## config.mk

```make
export PLATFORM = sky130hd
export DESIGN_NAME = segment_reader
export DESIGN_NICKNAME = d
export VERILOG_FILES = /design/src/rtl/segment_reader.sv
export SDC_FILE = /design/constraint.sdc
export NUM_CORES = 1
export LEC_CHECK = 0
export CAP_MARGIN = 25
export CORE_ASPECT_RATIO = 1.2
export CORE_MARGIN = 1
export CORE_UTILIZATION = 40
export CTS_BUF_LIST = sky130_fd_sc_hd__clkbuf_2 sky130_fd_sc_hd__clkbuf_4 sky130_fd_sc_hd__clkbuf_8
export DETAILED_ROUTE_END_ITERATION = 8
export GPL_TIMING_DRIVEN = 0
export PLACE_DENSITY_LB_ADDON = 0.3
export SLEW_MARGIN = 20
export SYNTH_ARGS = -nofsm -noshare
export SYNTH_HDL_FRONTEND = slang
export SYNTH_SLANG_ARGS = --single-unit
```

## constraint.sdc

```tcl
create_clock -name clk -period 2.2 [get_ports clk]
set_input_delay 0.22 -clock clk [delete_from_list [all_inputs] [get_ports clk]]
set_output_delay 0.22 -clock clk [all_outputs]
set_load 0.005 [all_outputs]
```

## src/rtl/segment_reader.sv

```systemverilog
// Recovers a 4-digit BCD frame from a multiplexed 7-segment bus.
// Each digit code must be stable for STABLE_CYCLES samples before capture.
//
// state    | meaning
// IDLE     | no slots filled
// FILLING  | 1-3 slots filled
// COMPLETE | all 4 slots filled; frame is handed off or dropped on next edge
module segment_reader #(
  parameter int unsigned STABLE_CYCLES = 4
) (
  input  logic        clk,
  input  logic        rst_n,
  input  logic [6:0]  din,
  input  logic [3:0]  dig_sel,
  output logic [15:0] dout,
  output logic        dout_err,
  output logic        dout_valid,
  input  logic        dout_ready,
  output logic        overrun
);

  typedef enum logic [1:0] {
    IDLE     = 2'd0,
    FILLING  = 2'd1,
    COMPLETE = 2'd2
  } fill_state_t;

  localparam logic [7:0] STABLE_C = 8'(STABLE_CYCLES);

  fill_state_t state;
  fill_state_t state_next;

  logic [3:0]  samp_sel;
  logic [6:0]  samp_seg;
  logic [7:0]  run_cnt;
  logic [7:0]  cnt_next;
  logic [15:0] slot_data;
  logic [15:0] data_next;
  logic [3:0]  filled;
  logic [3:0]  filled_next;
  logic [3:0]  slot_err;
  logic [3:0]  err_next;

  logic        changed;
  logic        one_hot;
  logic        capture;
  logic [3:0]  cap_mask;
  logic [3:0]  cap_nib;
  logic        cap_bad;
  logic        frame_done;
  logic        load;

  always_comb begin
    cap_bad = 1'b0;
    case (din)
      7'h3F:   cap_nib = 4'd0;
      7'h06:   cap_nib = 4'd1;
      7'h5B:   cap_nib = 4'd2;
      7'h4F:   cap_nib = 4'd3;
      7'h66:   cap_nib = 4'd4;
      7'h6D:   cap_nib = 4'd5;
      7'h7D:   cap_nib = 4'd6;
      7'h07:   cap_nib = 4'd7;
      7'h7F:   cap_nib = 4'd8;
      7'h6F:   cap_nib = 4'd9;
      default: begin
        cap_nib = 4'hF;
        cap_bad = 1'b1;
      end
    endcase
  end

  // Run counter compares the incoming sample against the registered one;
  // capture fires only on the edge the count first reaches the threshold.
  always_comb begin
    changed = ({dig_sel, din} != {samp_sel, samp_seg});
    if (changed)
      cnt_next = 8'd1;
    else if (run_cnt >= STABLE_C)
      cnt_next = STABLE_C;
    else
      cnt_next = run_cnt + 8'd1;

    one_hot  = (dig_sel != 4'd0) && ((dig_sel & (dig_sel - 4'd1)) == 4'd0);
    capture  = one_hot && (cnt_next == STABLE_C) && (changed || (run_cnt != STABLE_C));
    cap_mask = capture ? dig_sel : 4'd0;
  end

  // A capture coinciding with frame completion lands in the next frame,
  // so the clear is applied before the new slot bit is merged in.
  always_comb begin
    frame_done  = (state == COMPLETE);
    load        = frame_done && (!dout_valid || dout_ready);

    filled_next = (frame_done ? 4'd0 : filled) | cap_mask;
    err_next    = ((frame_done ? 4'd0 : slot_err) & ~cap_mask) |
                  (cap_bad ? cap_mask : 4'd0);

    data_next = slot_data;
    for (int i = 0; i < 4; i++) begin
      if (cap_mask[i])
        data_next[i*4 +: 4] = cap_nib;
    end

    if (&filled_next)
      state_next = COMPLETE;
    else if (|filled_next)
      state_next = FILLING;
    else
      state_next = IDLE;
  end

  always_ff @(posedge clk or negedge rst_n) begin
    if (!rst_n) begin
      samp_sel   <= 4'd0;
      samp_seg   <= 7'd0;
      run_cnt    <= 8'd0;
      slot_data  <= 16'h0000;
      filled     <= 4'd0;
      slot_err   <= 4'd0;
      state      <= IDLE;
      dout       <= 16'h0000;
      dout_err   <= 1'b0;
      dout_valid <= 1'b0;
      overrun    <= 1'b0;
    end else begin
      samp_sel  <= dig_sel;
      samp_seg  <= din;
      run_cnt   <= cnt_next;
      slot_data <= data_next;
      filled    <= filled_next;
      slot_err  <= err_next;
      state     <= state_next;
      overrun   <= frame_done && !load;

      if (load) begin
        dout       <= slot_data;
        dout_err   <= |slot_err;
        dout_valid <= 1'b1;
      end else if (dout_valid && dout_ready) begin
        dout_valid <= 1'b0;
      end
    end
  end

endmodule

```

==> flow_summary.toml, run 1 <==
[final_layout]
drive_above_1_share_pct = 27.74
nNetsFinal = 285
n_antenna_cell = 0
fillerInstances = 610
regArea_sq_um = 1602
multiInputGateArea_sq_um = 1261
fin_area_sq_um = 3681
area_growth_pct = 28.92

[sta]
hold_viol_final = 0
setup_slack_ps = 51.88
period_needed_ps = 2148
fin_crit_sh_pct = 97.64
skew_ps = 8.241
fmax_ghz = 0.4655
tns_ps = 0
rsz0062_at_grt = "yes"
setup_viol = 0
relSlewSlack_pct = 62.51
report.final.slew_viol_count = 0
tightestPinTransition_ps = 561.1

[floorplanning]
row_count = 33
initial_core_util_pct = 41.66
io_pins = 33
die_x_microns = 79.13
coreArea_sq_um = 6854
die-area_sq_um = 7481
die_h_microns = 94.55

[cts]
h-tree-depth = 3
cts_root_buf = "clkbuf_8"
numCtsBuffers = 9
clk_pin_slew_ps = 70
cts.sinks = 64
worstSkewPairLatency_ps = 340
cts_buffer_depth = 2
cts_tree = "built"

[detailed_routing]
vias_per_cell = 5.116
route.detailed.drc = 0
antenna_left = 0
routedWlPerCell_microns = 14.96
firstDrtPassIters = 4
routed_wl_microns = 5401
drtIter0Drc = 44
vias = 1847

[placed_design]
dpl_worst_slack_ps = -389.6
place_congestion = 0.8321
place_area_sq_um = 3317
place_hpwl_microns = 3733
numPortBuffers = 32

[min_path]
holdCritStartpoint = "dig_sel[0]"
hold-path-endpoint = "samp_sel[0]$_DFF_PN0_"
whs_path_depth = 1
hold_class = "primary input to register"

[worst_setup_path]
crit_path_end_kind = "register"
slowest_stage = "clkdlybuf4s50_1"
cp_max_fo = 8
r2r_slack_ps = 70
crit_path_cell_trace = "clkdlybuf4s50_1 > buf_4 > or3b_4 > o32ai_4 > nor2_1 > o21ai_0 > o311ai_2 > mux2_1"
critPathRequiredTime_ps = 2410
crit_path_start_kind = "primary input"
worstSetupPathType = "primary input to register"
r2r_end = "slot_data[1]$_DFFE_PN0P_"
reg2reg_depth = 7
worstReg2RegStart = "run_cnt[0]$_DFF_PN0_"
worst-endpoint-arrival_ps = 2360
cp_slowest_stage_delay_ps = 420

[yosys]
synth-async-reset-ratio_pct = 100.0
synthFlopType = "dfrtp_1"
ys_ff_latch = 64
synth.area.top_cells = "dfrtp_1 (56%), mux2_2 (7.9%), mux2_1 (4.7%)"
yosysWarningCount = 0
yosys.area.top_type = "dfrtp_1"
synth_edf_count = 0
syn-cell-area_sq_um = 2855
syn_inst = 219
avgSynthCellArea_sq_um = 13.04
synth.distinct_cells = 47
seq_area_frac_synth_pct = 56.09
yosys.area.top_type_share_pct = 56.09

[global_route]
antenna_found_initial = 0
grt_pass1_vias = 1920
grt_overflow = 0
grtUsageTotal_pct = 16.11
grt_max_degree = 36
grt_pass1_wl_microns = 9039

[power_and_ir_drop]
powerDensity_nw_per_um2 = 706.9
peakVddDrop_v = 0.0004566
p_sw_mw = 0.5640
internal_power_mw = 2.038
p_sw_share_pct = 21.68
p_seq_share_pct = 46.3
cellLeakagePower_nw = 1.701
p_comb_share_pct = 7.5
clockPowerShare_pct = 46.2

[flow_run]
cap_violations = 0

[status]
status = "finished clean"
[flip-flops by register name (all words and copies together), names as in the netlist]
signal / flops
slot_data: 16
samp_seg: 7
dout: 16
run_cnt: 8
filled: 4
dout_valid: 1
state: 2
overrun: 1
dout_err: 1
samp_sel: 4
slot_err: 4
[cells in the final DEF (no fill, tap or decap), types with 2 or more instances in the layout]
master | Yosys | layout
dfrtp_1 | 64 | 64
clkdlybuf4s50_1 | 0 | 28
mux2_2 | 20 | 20
nor2_1 | 13 | 13
mux2_1 | 12 | 12
clkbuf_8 | 0 | 9
inv_1 | 8 | 8
nand2_1 | 9 | 8
xnor2_2 | 0 | 7
buf_4 | 4 | 6
nand3_1 | 6 | 6
o21ai_0 | 6 | 6
nand4_2 | 5 | 5
conb_1 | 1 | 5
xnor2_1 | 11 | 4
nand4_1 | 4 | 4
nor3_1 | 4 | 4
buf_6 | 3 | 3
nand2b_1 | 3 | 3
a32oi_1 | 5 | 3
a21oi_1 | 3 | 3
bufinv_16 | 0 | 3
nor2b_1 | 2 | 2
xor2_1 | 2 | 2
nor4b_4 | 2 | 2
clkbuf_1 | 2 | 2
a32oi_2 | 0 | 2
nand4b_1 | 2 | 2
nor4_1 | 2 | 2
nor3b_1 | 2 | 2
ha_1 | 2 | 2
clkinv_2 | 0 | 2
dlymetal6s2s_1 | 0 | 2
[cell type report]
type | count | share of cell area, %
tap | 87 | 2.957
inverter | 8 | 0.8158
timing repair buffer | 35 | 9.755
clock buffer | 10 | 3.569
sequential | 64 | 43.51
buffer | 11 | 2.209
clock inverter | 6 | 2.923
multi-input combinational | 140 | 34.26
[critical path, delay by kind of cell]
family | cells | cell delay, ps
multiplexers | 1 | 320
buffers and inverters | 2 | 600
AO/OA/AOI/OAI | 3 | 730
AND/OR/NAND/NOR | 2 | 490
[cell families after synthesis]
logic type / Yosys count / share of synthesized area, %
flops: 64 / 56.09
simple gates: 64 / 15.51
mux: 32 / 12.62
compound gates: 24 / 6.924
buf+inv: 19 / 3.856
xor+xnor: 13 / 3.988
fa+ha+maj: 2 / 0.8763
other cells: 1 / 0.1313
[what timing repair did]
action | CTS | global route
hold buffers | 1 | 0
setup buffers | 0 | 1
pin swaps | 0 | 6
gates cloned | 0 | 0
setup endpoints to repair | 5 | 24
gates resized for setup | 1 | 17
hold endpoints to repair | 29 | 0
[Yosys cell counts, types with 4 or more instances]
cell      n
o21ai_0   6
nand2_1   9
nand4_1   4
nor2_1   13
mux2_2   20
nand3_1   6
buf_4     4
inv_1     8
a32oi_1   5
mux2_1   12
xnor2_1  11
nand4_2   5
dfrtp_1  64
nor3_1    4
[through the flow]
| stage | utilization (%) | power, mW | cells | hold WS [ps] |
|---|---|---|---|---|
| floorplan | - | 1.324 | 223 | -75.59 |
| global placement | 48.14 | 1.396 | 342 | 472.7 |
| detailed placement | 48.39 | 1.403 | 343 | 170.3 |
| CTS | 52.01 | 2.606 | 360 | 269.7 |
| global route | 53.71 | 2.693 | 361 | 203.8 |
| finish | 53.71 | 2.602 | 361 | 186.5 |
[worst max path at each step]
stage	startpoint	to	slack, ps
after floorplan	run_cnt[0]$_DFF_PN0_	state[0]$_DFF_PN0_	310
after global placement	rst_n	samp_seg[0]$_DFF_PN0_	-1130
after detailed placement	din[1]	slot_data[4]$_DFFE_PN0P_	-390
after CTS	din[5]	slot_data[0]$_DFFE_PN0P_	30
after global routing	run_cnt[0]$_DFF_PN0_	slot_data[1]$_DFFE_PN0P_	-30
final	din[5]	slot_data[0]$_DFFE_PN0P_	50
[power groups by stage]
| stage | sequential (mW) | combinational (mW) | clock [mW] |
|---|---|---|---|
| 3_5_place_dp | 1.22 | 0.178 | 0 |
| 5_1_grt | 1.21 | 0.214 | 1.27 |
| 3_3_place_gp | 1.22 | 0.172 | 0 |
| 2_1_floorplan | 1.22 | 0.100 | 0 |
| 6_report | 1.20 | 0.194 | 1.20 |
| 4_1_cts | 1.20 | 0.180 | 1.22 |
[per-layer routing]
layer / share of wire [%] / global-route usage [%] / routed length, microns
met1: 47 / 19.75 / 2515
met2: 48 / 26.36 / 2596
met3: 3.6 / 4.155 / 196
met4: 1.7 / 7.879 / 93
met5: 0 / 0 / 0
Note: power is estimated with default switching activity, not from simulation.
==> run 2: changes to the inputs <==
--- a/config.mk
+++ b/config.mk
@@ -8,7 +8,7 @@
 export CAP_MARGIN = 25
 export CORE_ASPECT_RATIO = 1.2
 export CORE_MARGIN = 1
-export CORE_UTILIZATION = 40
+export CORE_UTILIZATION = 25
 export CTS_BUF_LIST = sky130_fd_sc_hd__clkbuf_2 sky130_fd_sc_hd__clkbuf_4 sky130_fd_sc_hd__clkbuf_8
 export DETAILED_ROUTE_END_ITERATION = 8
 export GPL_TIMING_DRIVEN = 0
==> flow_summary.toml, run 2 (synthesis results as in run 1) <==
[cts]
cts_buffer_depth = 2
worstSkewPairLatency_ps = 330
cts.sinks = 64
h-tree-depth = 3
numCtsBuffers = 9
cts_root_buf = "clkbuf_8"
cts_tree = "built"
clk_pin_slew_ps = 70

[sta]
period_needed_ps = 2174
skew_ps = 8.750
tns_ps = 0
fmax_ghz = 0.4601
relSlewSlack_pct = 56.42
fin_crit_sh_pct = 98.80
report.final.slew_viol_count = 0
tightestPinTransition_ps = 652.5
rsz0062_at_grt = "yes"
setup_viol = 0
hold_viol_final = 0

[detailed_routing]
antenna_left = 0
drtIter0Drc = 50
firstDrtPassIters = 4
vias_per_cell = 4.323
route.detailed.drc = 0
vias = 1876
routed_wl_microns = 5881
routedWlPerCell_microns = 13.55

[worst_setup_path]
cp_slowest_stage_delay_ps = 440
slowest_stage = "clkdlybuf4s50_1"
crit_path_start_kind = "primary input"
critical-path-top-delay-family = "simple AND/OR/NAND/NOR gates"
worstSetupPathType = "primary input to register"
crit_path_end_kind = "register"
cp_max_fo = 7
crit_path_cell_trace = "clkdlybuf4s50_1 > buf_6 > or3b_4 > nor4b_4 > a211oi_2 > nand4b_1 > o311ai_4 > mux2_1"
worst-endpoint-arrival_ps = 2390
critPathRequiredTime_ps = 2410
crit_buf_inv = 2

[floorplanning]
initial_core_util_pct = 25.75
die-area_sq_um = 11850
die_x_microns = 99.56
coreArea_sq_um = 11090
io_pins = 33
die_h_microns = 119.1
row_count = 42

[global_route]
grt_overflow = 0
grt_pass1_vias = 2011
grtUsageTotal_pct = 10.93
antenna_found_initial = 0
grt_max_degree = 53
grt_pass1_wl_microns = 10030

[power_and_ir_drop]
powerDensity_nw_per_um2 = 624.2
p_seq_share_pct = 50.1
clockPowerShare_pct = 41.0
internal_power_mw = 1.810
p_comb_share_pct = 9.0
p_total_mw = 2.405
p_sw_mw = 0.5957
cellLeakagePower_nw = 1.733
p_sw_share_pct = 24.77
peakVddDrop_v = 0.0003124

[final_layout]
area_growth_pct = 34.97
nNetsFinal = 291
most-common-layout-cells = "dfrtp_1 (64), clkdlybuf4s50_1 (28), mux2_2 (20), nor2_1 (13), mux2_1 (10)"
final_common_cell = "dfrtp_1"
n_antenna_cell = 0
drive_above_1_share_pct = 31.07
fin_cells = 434
reg_top3 = "dout x16, slot_data x16, run_cnt x8"

[placed_design]
numPortBuffers = 32
place_congestion = 0.7566
post-place-cells = 410
place_hpwl_microns = 4014

[flow_run]
cap_violations = 0

[min_path]
hold_class = "primary input to register"

[status]
status = "finished clean"
run 2: cell type report:
type / instances / area [sq um]
tap: 154 / 192.7
fill: 1107 / 7234
clock inverter: 7 / 72.57
inverter: 8 / 30.03
buffer: 11 / 85.08
timing repair buffer: 41 / 431.7
sequential: 64 / 1602
clock buffer: 9 / 123.9
multi-input combinational: 140 / 1316
run 2: stage by stage:
stage	instance area (sq um)	util (%)	hold slack, ps	setup WS [ps]
finish	3854	34.76	230.6	26.46
global route	3854	34.76	209.4	-46.19
CTS	3628	32.72	280.2	10.77
detailed placement	3408	30.74	88.33	-415.9
global placement	3383	30.51	472.1	-1194
floorplan	2870	-	-75.59	308.6
run 2: timing repair:
action | CTS | global route
buffers inserted | 2 | 5
hold endpoints to repair | 12 | 0
hold buffers | 1 | 0
pin swaps | 1 | 6
resized for setup | 1 | 31
endpoints found under the setup margin | 9 | 28
run 2: metal layers:
layer	track usage (%)	vias to the layer above	routed length, microns
li1	-	890	-
met1	14.26	953	2723
met2	17.27	29	2933
met3	3.345	4	175
met4	3.401	0	48
met5	0	-	0
run 2: power groups by stage:
stage          clock (mW)  sequential, mW  combinational, mW
3_3_place_gp            0            1.22              0.175
5_1_grt              1.08            1.21              0.237
3_5_place_dp            0            1.22              0.183
2_1_floorplan           0            1.22              0.100
4_1_cts              1.03            1.20              0.185
6_report            0.985            1.20              0.216
run 2: worst paths after layout:
path / to / slack [ps] / startpoint / depth (start not counted)
max: slot_data[0]$_DFFE_PN0P_ / 30 / din[3] / 8
min: samp_sel[1]$_DFF_PN0_ / 230 / dig_sel[1] / 1
max reg2reg: slot_data[4]$_DFFE_PN0P_ / 100 / run_cnt[0]$_DFF_PN0_ / 8
min reg2reg: slot_data[13]$_DFFE_PN0P_ / 490 / slot_data[13]$_DFFE_PN0P_ / 1
max in group asynchronous: dout[5]$_DFFE_PN0P_ / 1410 / rst_n / 3
min in group asynchronous: samp_seg[5]$_DFF_PN0_ / 290 / rst_n / 2
==> run 3: changes to the inputs <==
--- a/config.mk
+++ b/config.mk
@@ -11,7 +11,6 @@
 export CORE_UTILIZATION = 25
 export CTS_BUF_LIST = sky130_fd_sc_hd__clkbuf_2 sky130_fd_sc_hd__clkbuf_4 sky130_fd_sc_hd__clkbuf_8
 export DETAILED_ROUTE_END_ITERATION = 8
-export GPL_TIMING_DRIVEN = 0
 export PLACE_DENSITY_LB_ADDON = 0.3
 export SLEW_MARGIN = 20
 export SYNTH_ARGS = -nofsm -noshare
==> flow_summary.toml, run 3 (synthesis results as in run 1) <==
[power_and_ir_drop]
peakVddDrop_v = 0.0003063
p_sw_share_pct = 24.38
p_seq_share_pct = 49.0
internal_power_mw = 1.855
clockPowerShare_pct = 41.5
p_sw_mw = 0.5980
cellLeakagePower_nw = 1.785
powerDensity_nw_per_um2 = 615.8
p_comb_share_pct = 9.4
p_total_mw = 2.453

[floorplanning]
initial_core_util_pct = 25.75
die_h_microns = 119.1
io_pins = 33
coreArea_sq_um = 11090
die-area_sq_um = 11850
row_count = 42
die_x_microns = 99.56

[min_path]
holdCritStartpoint = "din[3]"
whs_path_depth = 1
hold-path-endpoint = "samp_seg[3]$_DFF_PN0_"
hold_class = "primary input to register"

[placed_design]
dpl_worst_slack_ps = -315.7
numPortBuffers = 32
place_hpwl_microns = 4379
place_congestion = 0.8128
post-place-cells = 434

[detailed_routing]
drtIter0Drc = 88
routedWlPerCell_microns = 13.42
routed_wl_microns = 6105
vias_per_cell = 4.273
antenna_left = 0
firstDrtPassIters = 4
route.detailed.drc = 0
vias = 1944

[cts]
cts_root_buf = "clkbuf_8"
cts_buffer_depth = 2
worstSkewPairLatency_ps = 340
clk_pin_slew_ps = 70
h-tree-depth = 3
cts_tree = "built"
numCtsBuffers = 9
cts.sinks = 64

[worst_setup_path]
worstReg2RegStart = "samp_sel[0]$_DFF_PN0_"
worstSetupPathType = "primary input to register"
r2r_slack_ps = 100
worst-endpoint-arrival_ps = 2330
crit_path_end_kind = "register"
reg2reg_depth = 7
cp_max_fo = 5
crit_path_start_kind = "primary input"
critPathRequiredTime_ps = 2420
r2r_end = "state[0]$_DFF_PN0_"

[sta]
tightestPinTransition_ps = 628.7
holdWs_ps = 128.9
period_needed_ps = 2114
fin_crit_sh_pct = 96.07
setup_slack_ps = 86.46
rsz0062_at_grt = "yes"
report.final.slew_viol_count = 0
relSlewSlack_pct = 58.09
setup_viol = 0
skew_ps = 11.44
hold_viol_final = 0
fmax_ghz = 0.4731

[flow_run]
cap_violations = 0

[global_route]
grt_overflow = 0
grt_max_degree = 34
grtUsageTotal_pct = 11.15
grt_pass1_wl_microns = 10040
antenna_found_initial = 0
grt_pass1_vias = 2009

[final_layout]
final_common_cell = "dfrtp_1"
most-common-layout-cells = "dfrtp_1 (64), buf_4 (37), clkdlybuf4s50_1 (30), mux2_2 (20), nor2_1 (13)"
regArea_sq_um = 1602
multiInputGateArea_sq_um = 1290
fin_cells = 455
n_antenna_cell = 0
area_growth_pct = 39.53
reg_top3 = "dout x16, slot_data x16, run_cnt x8"
fillerInstances = 1093
drive_above_1_share_pct = 33.55
nNetsFinal = 312

[status]
status = "finished clean"
-- run 3: stage by stage --
step	area [sq um]	TNS [ps]	util, %
floorplan	2870	0	-
CTS	3807	0	34.34
detailed placement	3593	-4655	32.41
global route	3984	-51.21	35.93
finish	3984	0	35.93
global placement	3593	-3887	32.41
-- run 3: worst max-delay path by stage --
stage | from | endpoint | slack (ps) | depth (start not counted)
floorplan | run_cnt[0]$_DFF_PN0_ | state[0]$_DFF_PN0_ | 310 | 8
global placement | din[1] | slot_data[8]$_DFFE_PN0P_ | -290 | 7
detailed placement | din[1] | slot_data[12]$_DFFE_PN0P_ | -320 | 7
CTS | run_cnt[0]$_DFF_PN0_ | slot_data[9]$_DFFE_PN0P_ | 20 | 9
global route | run_cnt[0]$_DFF_PN0_ | slot_data[13]$_DFFE_PN0P_ | -20 | 10
finish | dig_sel[0] | state[0]$_DFF_PN0_ | 90 | 8
-- run 3: layout make-up --
cell class,count,share of cell area (%)
timing repair buffer,73,16.71
clock inverter,6,1.665
multi-input combinational,140,32.38
clock buffer,10,3.455
inverter,8,0.7538
tap,154,4.837
sequential,64,40.20
-- run 3: repair_timing --
| action | 4_1_cts | 5_1_grt |
|---|---|---|
| hold buffers | 1 | 0 |
| resized for setup | 0 | 18 |
| setup endpoints to repair | 0 | 16 |
| hold endpoints to repair | 14 | 0 |
| buffers inserted | 0 | 4 |
-- run 3: power groups by stage --
stage                     Clock (mW)  Sequential [mW]  Combinational [mW]
after global placement             0             1.22               0.215
after detailed placement           0             1.23               0.217
after global routing            1.11             1.20               0.256
after CTS                       1.06             1.20               0.219
final                           1.02             1.20               0.231
after floorplan                    0             1.22               0.100
-- run 3: metal layers --
metal / part of all wire [%] / GRT usage (%) / routed length [microns]
met3: 3.2 / 3.756 / 196
met1: 44 / 14.08 / 2676
met2: 52 / 18.14 / 3172
met4: 0.97 / 3.033 / 59
met5: 0 / 0 / 0
-- run 3: critical path: stages --
cell	delay, ps
clkdlybuf4s50_1	490
xnor2_1	320
nand4_2	240
nor4b_4	310
buf_4	210
a32oi_4	140
nor4_4	330
nor2_1	60
